--- src/rtl/chn_ep_arb_pkg.sv ---
// Shared definitions for the TRN tx endpoint arbiter: FSM encoding,
// error flag bit positions and a counter sizing helper.
package chn_ep_arb_pkg;

   typedef enum logic [1:0] {
      ST_GAP   = 2'd0,
      ST_OFFER = 2'd1,
      ST_DRIVE = 2'd2
   } arb_st_e;

   localparam int ARB_ERR_VIOL = 0;
   localparam int ARB_ERR_TMO  = 1;

   // Width of a counter that must be able to hold max_val itself.
   function automatic int cnt_w(input int max_val);
      return (max_val < 1) ? 1 : $clog2(max_val + 1);
   endfunction

endpackage

--- src/rtl/chn_ep_arb_if.sv ---
// Channel-facing handshake bundle of the TRN tx endpoint arbiter.
// The master modport is the arbiter side, the slave modport the channel side.
interface chn_ep_arb_if #(
   parameter int NUM_CHN = 2
) ();
   localparam int CW = $clog2(NUM_CHN);

   logic [NUM_CHN-1:0] chn_trn;
   logic [NUM_CHN-1:0] chn_drvn;
   logic [NUM_CHN-1:0] chn_reqep;
   logic               err_clr;
   logic               ep_busy;
   logic [CW-1:0]      cur_chn;
   logic [1:0]         arb_err;

   modport master (
      output chn_trn, ep_busy, cur_chn, arb_err,
      input  chn_drvn, chn_reqep, err_clr
   );

   modport slave (
      input  chn_trn, ep_busy, cur_chn, arb_err,
      output chn_drvn, chn_reqep, err_clr
   );
endinterface

--- src/rtl/chn_ep_arb_rr_pick.sv ---
// Rotate-and-priority-encode: first set bit of req_i strictly after cur_i,
// wrapping at NUM_CHN-1; cur_i itself is the last candidate.
module chn_rr_pick
   import chn_ep_arb_pkg::*;
#(
   parameter int  NUM_CHN = 2,
   localparam int CW      = $clog2(NUM_CHN)
) (
   input  logic [NUM_CHN-1:0] req_i,
   input  logic [CW-1:0]      cur_i,
   output logic [CW-1:0]      nxt_o
);

   logic          found;
   logic [CW-1:0] idx;

   // Scan candidates in round-robin order, keeping the first hit.
   always_comb begin
      nxt_o = cur_i;
      found = 1'b0;
      idx   = cur_i;
      for (int k = 1; k <= NUM_CHN; k++) begin
         idx = CW'((int'(cur_i) + k) % NUM_CHN);
         if (!found && req_i[idx]) begin
            nxt_o = idx;
            found = 1'b1;
         end else begin
            found = found;
         end
      end
   end

endmodule

--- src/rtl/chn_ep_arb.sv ---
// TRN tx endpoint arbiter: offers the endpoint round-robin (requesters first),
// withdraws unused offers after TURN_CYC cycles, flags violations and stuck drivers.
module chn_ep_arb
   import chn_ep_arb_pkg::*;
#(
   parameter int NUM_CHN  = 2,
   parameter int TURN_CYC = 4,
   parameter int MAX_DRV  = 1024
) (
   input  logic         clk,
   input  logic         rst_n,
   chn_ep_arb_if.master bus
);

   localparam int CW = $clog2(NUM_CHN);
   localparam int OW = cnt_w(TURN_CYC);
   localparam int DW = cnt_w(MAX_DRV);

   localparam logic [CW-1:0]      LAST_CHN = CW'(NUM_CHN - 1);
   localparam logic [OW-1:0]      OFF_LAST = OW'(TURN_CYC - 1);
   localparam logic [DW-1:0]      DRV_MAX  = DW'(MAX_DRV);
   localparam logic [DW-1:0]      DRV_PRE  = DW'(MAX_DRV - 1);
   localparam logic [NUM_CHN-1:0] ONE_OH   = NUM_CHN'(1);

   arb_st_e            state_q,   state_d;
   logic [NUM_CHN-1:0] chn_trn_q, chn_trn_d;
   logic               ep_busy_q, ep_busy_d;
   logic [CW-1:0]      cur_chn_q, cur_chn_d;
   logic [1:0]         arb_err_q, arb_err_d;
   logic [OW-1:0]      off_cnt_q, off_cnt_d;
   logic [DW-1:0]      drv_cnt_q, drv_cnt_d;

   logic [NUM_CHN-1:0] cur_oh;
   logic [NUM_CHN-1:0] nxt_oh;
   logic [NUM_CHN-1:0] pick_mask;
   logic [CW-1:0]      pick_idx;
   logic               cur_drvn;
   logic               viol;
   logic               tmo;

   assign cur_oh    = ONE_OH << cur_chn_q;
   assign cur_drvn  = |(bus.chn_drvn & cur_oh);
   // With no requester every channel is a candidate, giving plain rotation.
   assign pick_mask = (|bus.chn_reqep) ? bus.chn_reqep : {NUM_CHN{1'b1}};

   chn_rr_pick #(
      .NUM_CHN (NUM_CHN)
   ) u_pick (
      .req_i (pick_mask),
      .cur_i (cur_chn_q),
      .nxt_o (pick_idx)
   );

   // Next state, counters and next registered outputs.
   always_comb begin
      state_d   = state_q;
      cur_chn_d = cur_chn_q;
      off_cnt_d = off_cnt_q;
      drv_cnt_d = drv_cnt_q;
      viol      = 1'b0;
      tmo       = 1'b0;
      case (state_q)
         ST_GAP: begin
            viol      = |bus.chn_drvn;
            cur_chn_d = pick_idx;
            off_cnt_d = '0;
            drv_cnt_d = '0;
            state_d   = ST_OFFER;
         end
         ST_OFFER: begin
            viol      = |(bus.chn_drvn & ~cur_oh);
            off_cnt_d = off_cnt_q + OW'(1);
            if (cur_drvn) begin
               state_d = ST_DRIVE;
            end else if (off_cnt_q == OFF_LAST) begin
               state_d = ST_GAP;
            end else begin
               state_d = ST_OFFER;
            end
         end
         ST_DRIVE: begin
            viol = |(bus.chn_drvn & ~cur_oh);
            tmo  = (drv_cnt_q == DRV_PRE);
            if (drv_cnt_q != DRV_MAX) begin
               drv_cnt_d = drv_cnt_q + DW'(1);
            end else begin
               drv_cnt_d = drv_cnt_q;
            end
            // No preemption: only the owner releasing drvn ends the turn.
            if (cur_drvn) begin
               state_d = ST_DRIVE;
            end else begin
               state_d = ST_GAP;
            end
         end
         default: begin
            state_d   = ST_GAP;
            cur_chn_d = LAST_CHN;
            off_cnt_d = '0;
            drv_cnt_d = '0;
         end
      endcase

      nxt_oh    = ONE_OH << cur_chn_d;
      chn_trn_d = (state_d == ST_GAP) ? {NUM_CHN{1'b0}} : nxt_oh;
      ep_busy_d = (state_d == ST_DRIVE);
      arb_err_d = arb_err_q & ~{2{bus.err_clr}};
      arb_err_d[ARB_ERR_VIOL] = arb_err_d[ARB_ERR_VIOL] | viol;
      arb_err_d[ARB_ERR_TMO]  = arb_err_d[ARB_ERR_TMO]  | tmo;
   end

   // State, counter and output registers.
   always_ff @(posedge clk or negedge rst_n) begin
      if (!rst_n) begin
         state_q   <= ST_GAP;
         chn_trn_q <= '0;
         ep_busy_q <= 1'b0;
         cur_chn_q <= LAST_CHN;
         arb_err_q <= 2'b00;
         off_cnt_q <= '0;
         drv_cnt_q <= '0;
      end else begin
         state_q   <= state_d;
         chn_trn_q <= chn_trn_d;
         ep_busy_q <= ep_busy_d;
         cur_chn_q <= cur_chn_d;
         arb_err_q <= arb_err_d;
         off_cnt_q <= off_cnt_d;
         drv_cnt_q <= drv_cnt_d;
      end
   end

   assign bus.chn_trn = chn_trn_q;
   assign bus.ep_busy = ep_busy_q;
   assign bus.cur_chn = cur_chn_q;
   assign bus.arb_err = arb_err_q;

endmodule

--- src/flat_wrapper.sv ---
// flat-port wrapper written by rule: the top's interface ports become plain ports
module chn_ep_arb_flat import chn_ep_arb_pkg::*;
#(
   parameter int NUM_CHN  = 2,
   parameter int TURN_CYC = 4,
   parameter int MAX_DRV  = 1024
)
  (clk, rst_n, bus_chn_trn, bus_ep_busy, bus_cur_chn, bus_arb_err, bus_chn_drvn, bus_chn_reqep, bus_err_clr);
  chn_ep_arb_if #(.NUM_CHN(NUM_CHN)) bus_i ();
  input  logic clk;
  input  logic rst_n;
  output wire logic [$bits(bus_i.chn_trn)-1:0] bus_chn_trn;
  output wire logic [$bits(bus_i.ep_busy)-1:0] bus_ep_busy;
  output wire logic [$bits(bus_i.cur_chn)-1:0] bus_cur_chn;
  output wire logic [$bits(bus_i.arb_err)-1:0] bus_arb_err;
  input wire logic [$bits(bus_i.chn_drvn)-1:0] bus_chn_drvn;
  input wire logic [$bits(bus_i.chn_reqep)-1:0] bus_chn_reqep;
  input wire logic [$bits(bus_i.err_clr)-1:0] bus_err_clr;
  assign bus_chn_trn = bus_i.chn_trn;
  assign bus_ep_busy = bus_i.ep_busy;
  assign bus_cur_chn = bus_i.cur_chn;
  assign bus_arb_err = bus_i.arb_err;
  assign bus_i.chn_drvn = bus_chn_drvn;
  assign bus_i.chn_reqep = bus_chn_reqep;
  assign bus_i.err_clr = bus_err_clr;
  chn_ep_arb #(.NUM_CHN(NUM_CHN), .TURN_CYC(TURN_CYC), .MAX_DRV(MAX_DRV)) u_core (.clk(clk), .rst_n(rst_n), .bus(bus_i));
endmodule
--- config.mk ---
export PLATFORM = sky130hd
export DESIGN_NAME = chn_ep_arb_flat
export DESIGN_NICKNAME = d
export VERILOG_FILES = /design/src/rtl/chn_ep_arb_pkg.sv /design/src/rtl/chn_ep_arb_if.sv /design/src/rtl/chn_ep_arb_rr_pick.sv /design/src/rtl/chn_ep_arb.sv /design/src/flat_wrapper.sv
export SDC_FILE = /design/constraint.sdc
export NUM_CORES = 1
export LEC_CHECK = 0
export BUFFER_PORTS_ARGS = -buffer_cell sky130_fd_sc_hd__clkbuf_2
export CAP_MARGIN = 5
export CORE_ASPECT_RATIO = 0.5
export CORE_MARGIN = 10
export CORE_UTILIZATION = 40
export CTS_CLUSTER_DIAMETER = 50
export DETAILED_ROUTE_END_ITERATION = 8
export GPL_ROUTABILITY_DRIVEN = 0
export PLACE_DENSITY = 0.63
export SLEW_MARGIN = 25
export SYNTH_ARGS = -nofsm -noshare
export SYNTH_HDL_FRONTEND = slang
export SYNTH_HIERARCHICAL = 1
export SYNTH_SLANG_ARGS = --single-unit
export TNS_END_PERCENT = 20
--- constraint.sdc ---
create_clock -name clk -period 3.9 [get_ports clk]
set_input_delay 0.78 -clock clk [delete_from_list [all_inputs] [get_ports clk]]
set_output_delay 0.78 -clock clk [all_outputs]
set_load 0.1 [all_outputs]
==> impl_results.md, run 1 <==
- Vias per cell: 5.47
- Fillers: 293
- Synth Area in Simple Gates: 21.1%
- Cell family with most CP delay: flip-flops
- Compound-Gate Fraction of Synth Area: between 10% and 20%
- Reg clk slew, reported paths: roughly 0.080 ns
- HP Class: in2async
- Gr usage total: 9.10%
- Starting density of the core: 41.4%
- Die area: roughly 0.0058 mm²
- Xor/xnor share of the synthesized area: 0%
- Number of stages on the worst setup path: 1
- Area contributors post-synth: dfrtp_1 43%, ha_1 8.1%, nand2_1 5.5%
- Later-pin clock latency in the skew report: 0.27 ns
- Clk_skew: 0.00184 ns
- Die Wd: around 99 µm
- Synth area leader: dfrtp_1
- Antenna violations before repair: 0
- Crit path arrival time: 1.34 ns
- Unrepaired setup endpoints after global routing: false
- Max_cap viols: 0
- Lkg Pwr: 0.000650 µW
- Routed wire length: 2.51 mm
- Fin crit period: 2.12 ns
- Hold Buf Count CTS: 0
- Layout Cells excl Fill: 185
- Setup TNS: 0 ns
- Crit end category: primary output
- Setup bufs post-CTS: 0
- DRC Markers: 0
- Adder-cell area share of the yosys netlist: 8.12%
- Height of the die: 59.3 µm
- First-pass GRT wire length: 4.55 mm
- Pins over their slew limit: 0
- Clk sink count: 22
- Area grow syn2layout: 13.2%
- Longest Clk Path Bufs: 2
- Fmax: 0.472 GHz
- Top-count cell post-synth: dfrtp_1
- Worst slew pin tran: 0.621 ns
- Core Footprint: 0.00298 mm²
- Area of the mapped netlist: 0.00123 mm²
- Yosys top cell area share: 42.6%
- Area of the multi-input gates: 621 µm²
- Net count of the finished layout: 161
- Pin count of the biggest net entering global routing: 23
- Clk Tree Root Cell: clkbuf_8
- Slowest library cell on the worst path: dfstp_2
- Synth Flop Type: dfrtp_1
- PortBufs: 12
- Maximum vdd drop: slightly above 0.4 mV
- CTS tree: yes
- Syn Inst Count: roughly 130
- H-Tree Depth: 1
- Power Density: 724 mW/mm²
- CP max stage delay: 0.59 ns
- Sequential fraction of the synthesis area: 44.8%
- Antenna Nets Post-Route: 0
- # IOs: 13
- Combinational family with the most area after synthesis: simple AND/OR/NAND/NOR gates
- Crit start category: flip-flop
- Share of post-route cells with drive strength above 1: 15.2%
- Worst slew margin: 58.6%
- Post-synthesis sequential element count: 22
- Total iterations of the first detailed-routing run: 4
- FP Rows: 14
- Placed Cells: around 180
- Sequential Area: 552 µm²
- Post-CTS sizing: 0
- DR WL/cell: 13.5 µm
- EDFF count, synth: 0
- Synth async-reset ratio: 100%
- CTS buffer count: 3
- # diodes: 0
- WP buf/inv: 1
- R2R cell count: 6
- Final Cycle Share: a little over half
- Fin. Hold Viols: 0
- Final Setup Violations: 0
- Routed via count: a little over 1000
- Critical Path RT: 3.12 ns
- Setup CP Type: reg2out
- Status: complete, no violations
- Initial DRC count: 63
- Synth cell count leaders: 21 x dfrtp_1, 18 x nand2_1, 13 x o21ai_0, 11 x inv_1, 9 x nor2_1
- Detail Placement HPWL: about 1.8 mm
- Number of global-route vias before repair: 979
- Syn Area/Cell: roughly 9.2 µm²
- Crit Path Max Fanout: 5
- Post-synthesis mux area share: 3.35%
- Crit-path cells: clkbuf_2
- Syn_nets: approximately 150
- Distinct cells, synth: 33
- Overflow after GRT: 0
- Number of synthesis warnings: 6
-- sequential cells by signal, summed over array words and instances (netlist names) --
register	count
u_core/bus.ep_busy	1
u_core/bus.cur_chn	1
u_core/off_cnt_q	3
u_core/bus.chn_trn	2
u_core/state_q	2
u_core/drv_cnt_q	11
u_core/bus.arb_err	2
-- placed cells by master, fill, tap and decap left out, types with 2 or more instances in the layout --
cell type,Yosys,routed
nand4_1,2,2
a31oi_1,4,4
nor2_1,9,9
mux2i_1,3,3
dfrtp_1,21,21
or3_1,2,2
and3_2,2,2
nand3b_1,3,3
and3_1,2,2
nand2b_1,3,3
inv_1,11,11
ha_1,8,8
o21ai_0,13,13
clkbuf_2,0,12
o31ai_1,5,5
nand2_1,18,18
a21oi_1,4,4
clkbuf_8,0,3
and2_1,3,3
nand3_1,3,3
-- area by class of cell --
cell class,instances,area share (%)
Clock buffer,3,2.96
Clock inverter,1,2.15
Inverter,11,2.96
Multi-Input combinational cell,96,44.5
Sequential cell,22,39.6
Tap cell,40,3.59
Timing Repair Buffer,12,4.30
-- per-stage QoR --
step	util (%)	hold slack, ns	setup slack [ns]	cell area [µm²]	power [µW]
6_report	46.8	0.476	1.78	1400	1010
5_1_grt	46.8	0.519	1.63	1400	1080
4_1_cts	46.8	0.497	1.77	1400	1020
3_5_place_dp	44.5	0.480	1.82	1320	802
3_3_place_gp	44.5	0.478	1.87	1320	792
2_1_floorplan	-	0.452	2.19	1230	705
-- power by group --
part	internal [µW]	switching, µW	total [µW]
registers	282	36.3	319
clock network	137	79.0	216
logic	115	359	475
-- logic make-up after synthesis --
group | Yosys count
mux | 4
fa+ha+maj | 8
compound gates | 33
flops | 22
buf+inv | 16
simple gates | 51
-- metal layers --
metal	part of all wire [%]	global-route usage [%]	wire length, µm	vias to the layer above
met3	4.4	2.33	109	4
met1	48	11.6	1210	494
met5	0	0	0	-
met2	46	14.4	1150	19
met4	1.4	3.85	36	0
li1	-	-	-	495
-- final timing paths --
kind / slack, ns / startpoint / end
hold / removal: 0.48 / rst_n / u_core/drv_cnt_q[8]$_DFFE_PN0P_
setup / recovery: 1.78 / u_core/bus.cur_chn$_DFF_PN1_ / bus_cur_chn
hold reg to reg: 0.50 / u_core/drv_cnt_q[5]$_DFFE_PN0P_ / u_core/drv_cnt_q[5]$_DFFE_PN0P_
setup reg to reg: 1.81 / u_core/state_q[0]$_DFF_PN0_ / u_core/drv_cnt_q[10]$_DFFE_PN0P_
min in group clk: 0.50 / u_core/drv_cnt_q[5]$_DFFE_PN0P_ / u_core/drv_cnt_q[5]$_DFFE_PN0P_
max in group asynchronous: 3.05 / rst_n / u_core/bus.cur_chn$_DFF_PN1_
Note: power is estimated with default switching activity, not from simulation.
==> inputs of run 2 (changes only) <==
PLACE_DENSITY = 0.65   (was 0.63)
clock period = 1.86 ns   (was 3.9 ns; I/O delays follow)
==> run 2 against run 1 <==
Combinational power up 130%. Global-route usage fell by 0.076 points. Via count fell by 1.5%. Clock-buffer cell count is the same. Sequential power up 110%. Cell count is 3.8% higher. Power increased by 120%. Setup slack got worse by 1.6 ns. Largest cell class unchanged.
==> impl_results.md, run 2 (synthesis results as in run 1) <==
- Status: complete, no violations
- Pin count of the biggest net entering global routing: 23 (unchanged)
- Longest Clk Path Bufs: 2 (unchanged)
- Lkg Pwr: 0.000686 µW (+5.6%)
- Final Setup Violations: 0 (unchanged)
- Core Footprint: 0.00298 mm² (unchanged)
- Most frequent cells in the layout: 21 x dfrtp_1, 18 x nand2_1, 13 x o21ai_0, 12 x clkbuf_2, 11 x inv_1
- Die area: 0.00584 mm² (unchanged)
- Share of post-route cells with drive strength above 1: 19.1% (+3.9 points)
- Later-pin clock latency in the skew report: 0.26 ns (about the same)
- Clk_skew: 0.00472 ns (+0.00287 ns)
- Detail Placement HPWL: 1.91 mm (+3.5%)
- Max reg flops: 11 (unchanged)
- Worst slew margin: 63.4% (+4.8 points)
- Crit end category: primary output
- Net count of the finished layout: 168 (+4.3%)
- Area of the multi-input gates: 621 µm² (unchanged)
- Fillers: 285 (-2.7%)
- Fmax: a little under 0.6 GHz
- Switching share of power: 45.8% (-1.2 points)
- Setup CP Type: reg2out
- Total iterations of the first detailed-routing run: 4 (unchanged)
- Fin crit period: 1.71 ns
- Clock power share: 20.3% (-1.1 points)
- Unrepaired setup endpoints after global routing: false
- Die Wd: 98.5 µm (unchanged)
- Maximum vdd drop: 0.921 mV (+130%)
- # IOs: 13 (unchanged)
- Worst slew pin tran: 0.549 ns (-0.0722 ns)
- Slowest library cell on the worst path: dfstp_2
- WP buf/inv: 1 (unchanged)
- Gr usage total: 9.03% (-0.076 points)
- Max_cap viols: 0 (unchanged)
- Combinational Power Share: 49.4% (+2.4 points)
- PortBufs: 12 (unchanged)
- Crit-path cells: clkbuf_2
- Clk sink count: 22 (unchanged)
- Setup bufs post-CTS: 0 (unchanged)
- Antenna Nets Post-Route: 0 (unchanged)
- # diodes: 0 (unchanged)
- Post-DP Area: 0.00135 mm² (+2.3%)
- Cell family with most CP delay: flip-flops
- Crit Path Max Fanout: 5 (unchanged)
- Hold Buf Count CTS: 0 (unchanged)
- Final Cycle Share: 92.0%
- DRC Markers: 0 (unchanged)
- Critical Path RT: 1.49 ns (-1.63 ns)
- Layout Cells excl Fill: 192 (+3.8%)
- Fin area: 0.00145 mm² (+3.8%)
- Reg clk slew, reported paths: 0.08 ns (about the same)
- Setup TNS: 0 ns (unchanged)
- P_sw: 1010 µW (+110%)
- Clk Tree Root Cell: clkbuf_8
- CP max stage delay: 0.60 ns (about the same)
- DR WL/cell: 13.3 µm (-1.8%)
- HP Class: in2async
- Post-CTS sizing: 0 (unchanged)
- Int Power: 1190 µW (+120%)
- Biggest regs: u_core/drv_cnt_q: 11 flops, u_core/off_cnt_q: 3 flops
- Number of global-route vias before repair: 949 (-3.1%)
- Share of power burned in registers: 30.3% (-1.3 points)
- CTS buffer count: 3 (unchanged)
- Placed Cells: 185 (+2.2%)
- Antenna violations before repair: 0 (unchanged)
- Most common cell after layout, fill and taps aside: dfrtp_1
- Power Density: 1520 mW/mm² (+110%)
- Height of the die: 59.3 µm (unchanged)
- Sequential Area: 552 µm² (unchanged)
- Starting density of the core: 41.4% (unchanged)
- Crit start category: flip-flop
- Crit path arrival time: 1.34 ns (about the same)
- Pins over their slew limit: 0 (unchanged)
- Biggest register: u_core/drv_cnt_q
- H-Tree Depth: 1 (unchanged)
- Vias per cell: 5.19 (-5.1%)
- First-pass GRT wire length: 4.39 mm (-3.5%)
- CTS tree: yes
- FP Rows: 14 (unchanged)
- Initial DRC count: 56 (-11%)
- Routed via count: 997 (-1.5%)
- Area grow syn2layout: 17.5%
- Overflow after GRT: 0 (unchanged)
- Fin. Hold Viols: 0 (unchanged)
- Routed wire length: 2.55 mm (+1.9%)
[run 2: cell types whose count changed in the layout (fill, tap and decap cells not counted), sizes merged]
cell	previous run	this run
buf	0	7
[run 2: area by class of cell]
| cell class | instances | area share [%] |
|---|---|---|
| multi-input combinational | 96 | 42.9 |
| clock inverter | 1 | 2.07 |
| tap | 40 | 3.46 |
| inverter | 11 | 2.85 |
| sequential | 22 | 38.1 |
| clock buffer | 3 | 2.85 |
| timing repair buffer | 19 | 7.78 |
[run 2: routing by layer]
metal  vias up  wire [µm]  track usage, %
met4         0         30            3.04
met5         -          0               0
li1        511          -               -
met2        18       1210            16.2
met1       466       1180            10.0
met3         2        137            2.91
[run 2: final timing paths]
kind,startpoint,end,slack (ns),cells past startpoint
worst max register to register,u_core/drv_cnt_q[3]$_DFFE_PN0P_,u_core/drv_cnt_q[1]$_DFFE_PN0P_,0.16,4
max in group asynchronous,rst_n,u_core/bus.cur_chn$_DFF_PN1_,1.41,1
worst min-delay path,rst_n,u_core/drv_cnt_q[8]$_DFFE_PN0P_,0.08,1
min in group clk,bus_err_clr,u_core/bus.arb_err[0]$_DFF_PN0_,0.31,2
worst max-delay path,u_core/bus.cur_chn$_DFF_PN1_,bus_cur_chn,0.15,1
worst min register to register,u_core/off_cnt_q[2]$_DFFE_PN0N_,u_core/off_cnt_q[2]$_DFFE_PN0N_,0.48,2
[run 2: stage by stage]
step	power, µW	worst slack [ns]	hold WS (ns)	util, %
after floorplan	1480	0.153	0.0764	-
after global placement	1700	0.179	0.387	45.5
after detailed placement	1720	0.153	0.392	45.5
after CTS	2170	0.139	0.0990	47.9
after global routing	2340	0.0769	0.118	48.6
final	2200	0.149	0.0799	48.6
[run 2: power groups by stage]
stage | combinational [µW] | sequential, µW | clock [µW]
2_1_floorplan | 439 | 1040 | 0
6_report | 1090 | 665 | 446
3_5_place_dp | 1040 | 677 | 0
3_3_place_gp | 1030 | 670 | 0
5_1_grt | 1190 | 683 | 473
4_1_cts | 1040 | 668 | 457
==> inputs of run 3 (changes only) <==
ABC_AREA = 1   (was not set)
==> run 3 against run 2 <==
Fmax is 0.86% higher. Utilization is 0.95 points lower. Synthesized cell count is 26% higher. Via count is 8.1% higher. Clock power is 2% lower. Setup slack better by 0.015 ns. Clock-buffer cell count stayed put. Synthesized area is 4.4% higher. Critical path type unchanged. Global-route usage is 0.48 points higher.
==> impl_results.md, run 3 <==
- Status: complete, no violations
- Initial DRC count: 57 (+1.8%)
- Post-synthesis sequential element count: 22 (unchanged)
- Antenna violations before repair: 0 (unchanged)
- Biggest register: u_core/drv_cnt_q
- Worst slew margin: 63.4% (about the same)
- Core Footprint: 0.00305 mm² (+2.4%)
- Biggest regs: u_core/drv_cnt_q: 11 flops, u_core/off_cnt_q: 3 flops
- CTS buffer count: 3 (unchanged)
- Synth cell count leaders: 53 x nand2_1, 27 x inv_1, 21 x dfrtp_1, 14 x nor2_1, 12 x nand3_1
- Critical Path RT: 1.49 ns (about the same)
- Die area: 0.00602 mm² (+3.2%)
- # IOs: 13 (unchanged)
- Later-pin clock latency in the skew report: 0.26 ns (about the same)
- Setup TNS: 0 ns (unchanged)
- Crit Path Max Fanout: 8 (+3)
- Crit. Startpoint: u_core/bus.cur_chn$_DFF_PN1_
- Pins over their slew limit: 0 (unchanged)
- Synth async-reset ratio: 100% (unchanged)
- Routed via count: 1078 (+8.1%)
- Min Hold Slack: 0.0836 ns (+0.00363 ns)
- Number of synthesis warnings: 6 (unchanged)
- Starting density of the core: 42.2% (+0.81 points)
- FP Rows: 14 (unchanged)
- Distinct cells, synth: 25 (-24%)
- DRC Markers: 0 (unchanged)
- Hold Buf Count CTS: 0 (unchanged)
- Lkg Pwr: 0.000761 µW (+11%)
- Routed wire length: 2.45 mm (-4.2%)
- Sequential Area: 552 µm² (unchanged)
- CP max stage delay: 0.59 ns (about the same)
- Setup CP Type: reg2out
- H-Tree Depth: 1 (unchanged)
- Setup bufs post-CTS: 0 (unchanged)
- Reg clk slew, reported paths: 0.08 ns (about the same)
- Most common cell after layout, fill and taps aside: nand2_1
- Post-CTS sizing: 0 (unchanged)
- Number of global-route vias before repair: 1068 (+13%)
- Area of the mapped netlist: 0.00129 mm² (+4.4%)
- Vias per cell: 4.81 (-7.3%)
- Syn Area/Cell: 7.61 µm² (-17%)
- Area grow syn2layout: 12.9%
- Met1 Use GR: 10.6% (+0.53 points)
- Sequential fraction of the synthesis area: 42.9% (-1.9 points)
- Final Cycle Share: 91.2% (-0.78 points)
- Met2 Track Usage GR: 16.8% (+0.60 points)
- Clk_skew: 0.00262 ns (-0.00210 ns)
- Layout Cells excl Fill: 224 (+17%)
- Fillers: 296 (+3.9%)
- DR WL/cell: 10.9 µm (-18%)
- Yosys top cell area share: 40.9% (-1.8 points)
- Clk Tree Root Cell: clkbuf_8
- Height of the die: 60.1 µm (+1.4%)
- Placed Cells: 220 (+19%)
- WP buf/inv: 1 (unchanged)
- Syn_nets: 184 (+23%)
- Net count of the finished layout: 200 (+19%)
- Final Setup Violations: 0 (unchanged)
- First-pass GRT wire length: 4.66 mm (+6.3%)
- Top-count cell post-synth: nand2_1
- Synth Flop Type: dfrtp_1
- Overflow after GRT: 0 (unchanged)
- EDFF count, synth: 0 (unchanged)
- Fmax: 0.590 GHz (+0.86%)
- Pre-CTS setup slack: 0.326 ns (+0.173 ns)
- Share of post-route cells with drive strength above 1: 13.0% (-6.0 points)
- Maximum vdd drop: 0.982 mV (+6.6%)
- Power Density: 1420 mW/mm² (-6.2%)
- GRT busiest layer: met2
- Longest Clk Path Bufs: 2 (unchanged)
- Crit-path cells: clkbuf_2
- Crit end category: primary output
- Cell family with most CP delay: flip-flops
- Fin util: 47.7% (-0.95 points)
- Final setup margin: 0.164 ns (+0.0145 ns)
- Slowest library cell on the worst path: dfstp_2
- Worst R2R Start: u_core/state_q[0]$_DFF_PN0_
- Area contributors post-synth: dfrtp_1 41%, nand2_1 15%, inv_1 7.9%
- Gr usage total: 9.51% (+0.48 points)
- Die Wd: 100 µm (+1.7%)
- Pin count of the biggest net entering global routing: 23 (unchanged)
- # diodes: 0 (unchanged)
- Fin crit period: 1.70 ns (-0.0145 ns)
- Most frequent cells in the layout: 53 x nand2_1, 27 x inv_1, 21 x dfrtp_1, 14 x nor2_1
- Detail Placement HPWL: 1.91 mm (about the same)
- CTS tree: yes
- Unrepaired setup endpoints after global routing: false
- Total iterations of the first detailed-routing run: 4 (unchanged)
- Crit path arrival time: 1.32 ns (-0.02 ns)
- Worst slew pin tran: 0.548 ns (-0.000545 ns)
- Crit start category: flip-flop
- PortBufs: 12 (unchanged)
- Synth area leader: dfrtp_1
- Area of the multi-input gates: 611 µm² (-1.6%)
- Max_cap viols: 0 (unchanged)
- Max reg flops: 11 (unchanged)
- Clk sink count: 22 (unchanged)
- Syn Inst Count: 169 (+26%)
- Met3 usage: 2.42% (-0.49 points)
- Fin. Hold Viols: 0 (unchanged)
- HP Class: in2async
- Antenna Nets Post-Route: 0 (unchanged)
## run 3: worst reg2reg max path: stages (launching register included)
cell     delay (ns)
dfrtp_1        0.41
inv_1          0.09
ha_1           0.27
nand2_1        0.08
nor2_1         0.13
nand2_2        0.10
nand2_4        0.18
nor2_4         0.08
nand2_1        0.06
nand2_1        0.05
## run 3: through the flow
| step | instance area [µm²] | power, µW |
|---|---|---|
| after global routing | 1450 | 2240 |
| after floorplan | 1290 | 1490 |
| after CTS | 1450 | 2090 |
| final | 1450 | 2070 |
| after global placement | 1380 | 1630 |
| after detailed placement | 1380 | 1650 |
## run 3: final cells by class
cell class | instances | area share [%]
multi-input cells | 118 | 42.0
flip-flops and latches | 22 | 38.0
inverters | 27 | 6.98
repair buffers | 13 | 4.65
well taps | 40 | 3.45
clock buffers | 3 | 2.84
clock inverters | 1 | 2.07
## run 3: cells by family after synthesis
family                     count (synthesis)  synth area share (%)
adders and majority gates                  8                  7.78
DFF                                       22                  42.9
xor gates and xnor gates                   2                  1.36
AOI/OAI and AO/OA                         21                  9.34
buffers and inverters                     29                  9.63
and+or+nand+nor                           87                  29.0
## run 3: worst paths after layout
| path | cells past startpoint | to | slack, ns |
|---|---|---|---|
| max | 1 | bus_cur_chn | 0.16 |
| min | 1 | u_core/bus.arb_err[0]$_DFF_PN0_ | 0.08 |
| max reg2reg | 9 | u_core/drv_cnt_q[10]$_DFFE_PN0P_ | 0.32 |
| min reg2reg | 2 | u_core/off_cnt_q[1]$_DFFE_PN0N_ | 0.50 |
| max in group asynchronous | 1 | u_core/bus.cur_chn$_DFF_PN1_ | 1.41 |
| min in group clk | 2 | u_core/bus.arb_err[0]$_DFF_PN0_ | 0.30 |
## run 3: power breakdown
group          internal [µW]  switching, µW  total, µW  leakage [µW]
registers                592           73.3        665      0.000293
logic                    221            746        967      0.000433
clock network            287            148        435     0.0000357
## run 3: routing by layer
metal	vias up	share of wire [%]
met1	501	46
met2	18	48
met5	-	0
li1	557	-
met4	0	1.5
met3	2	4.1
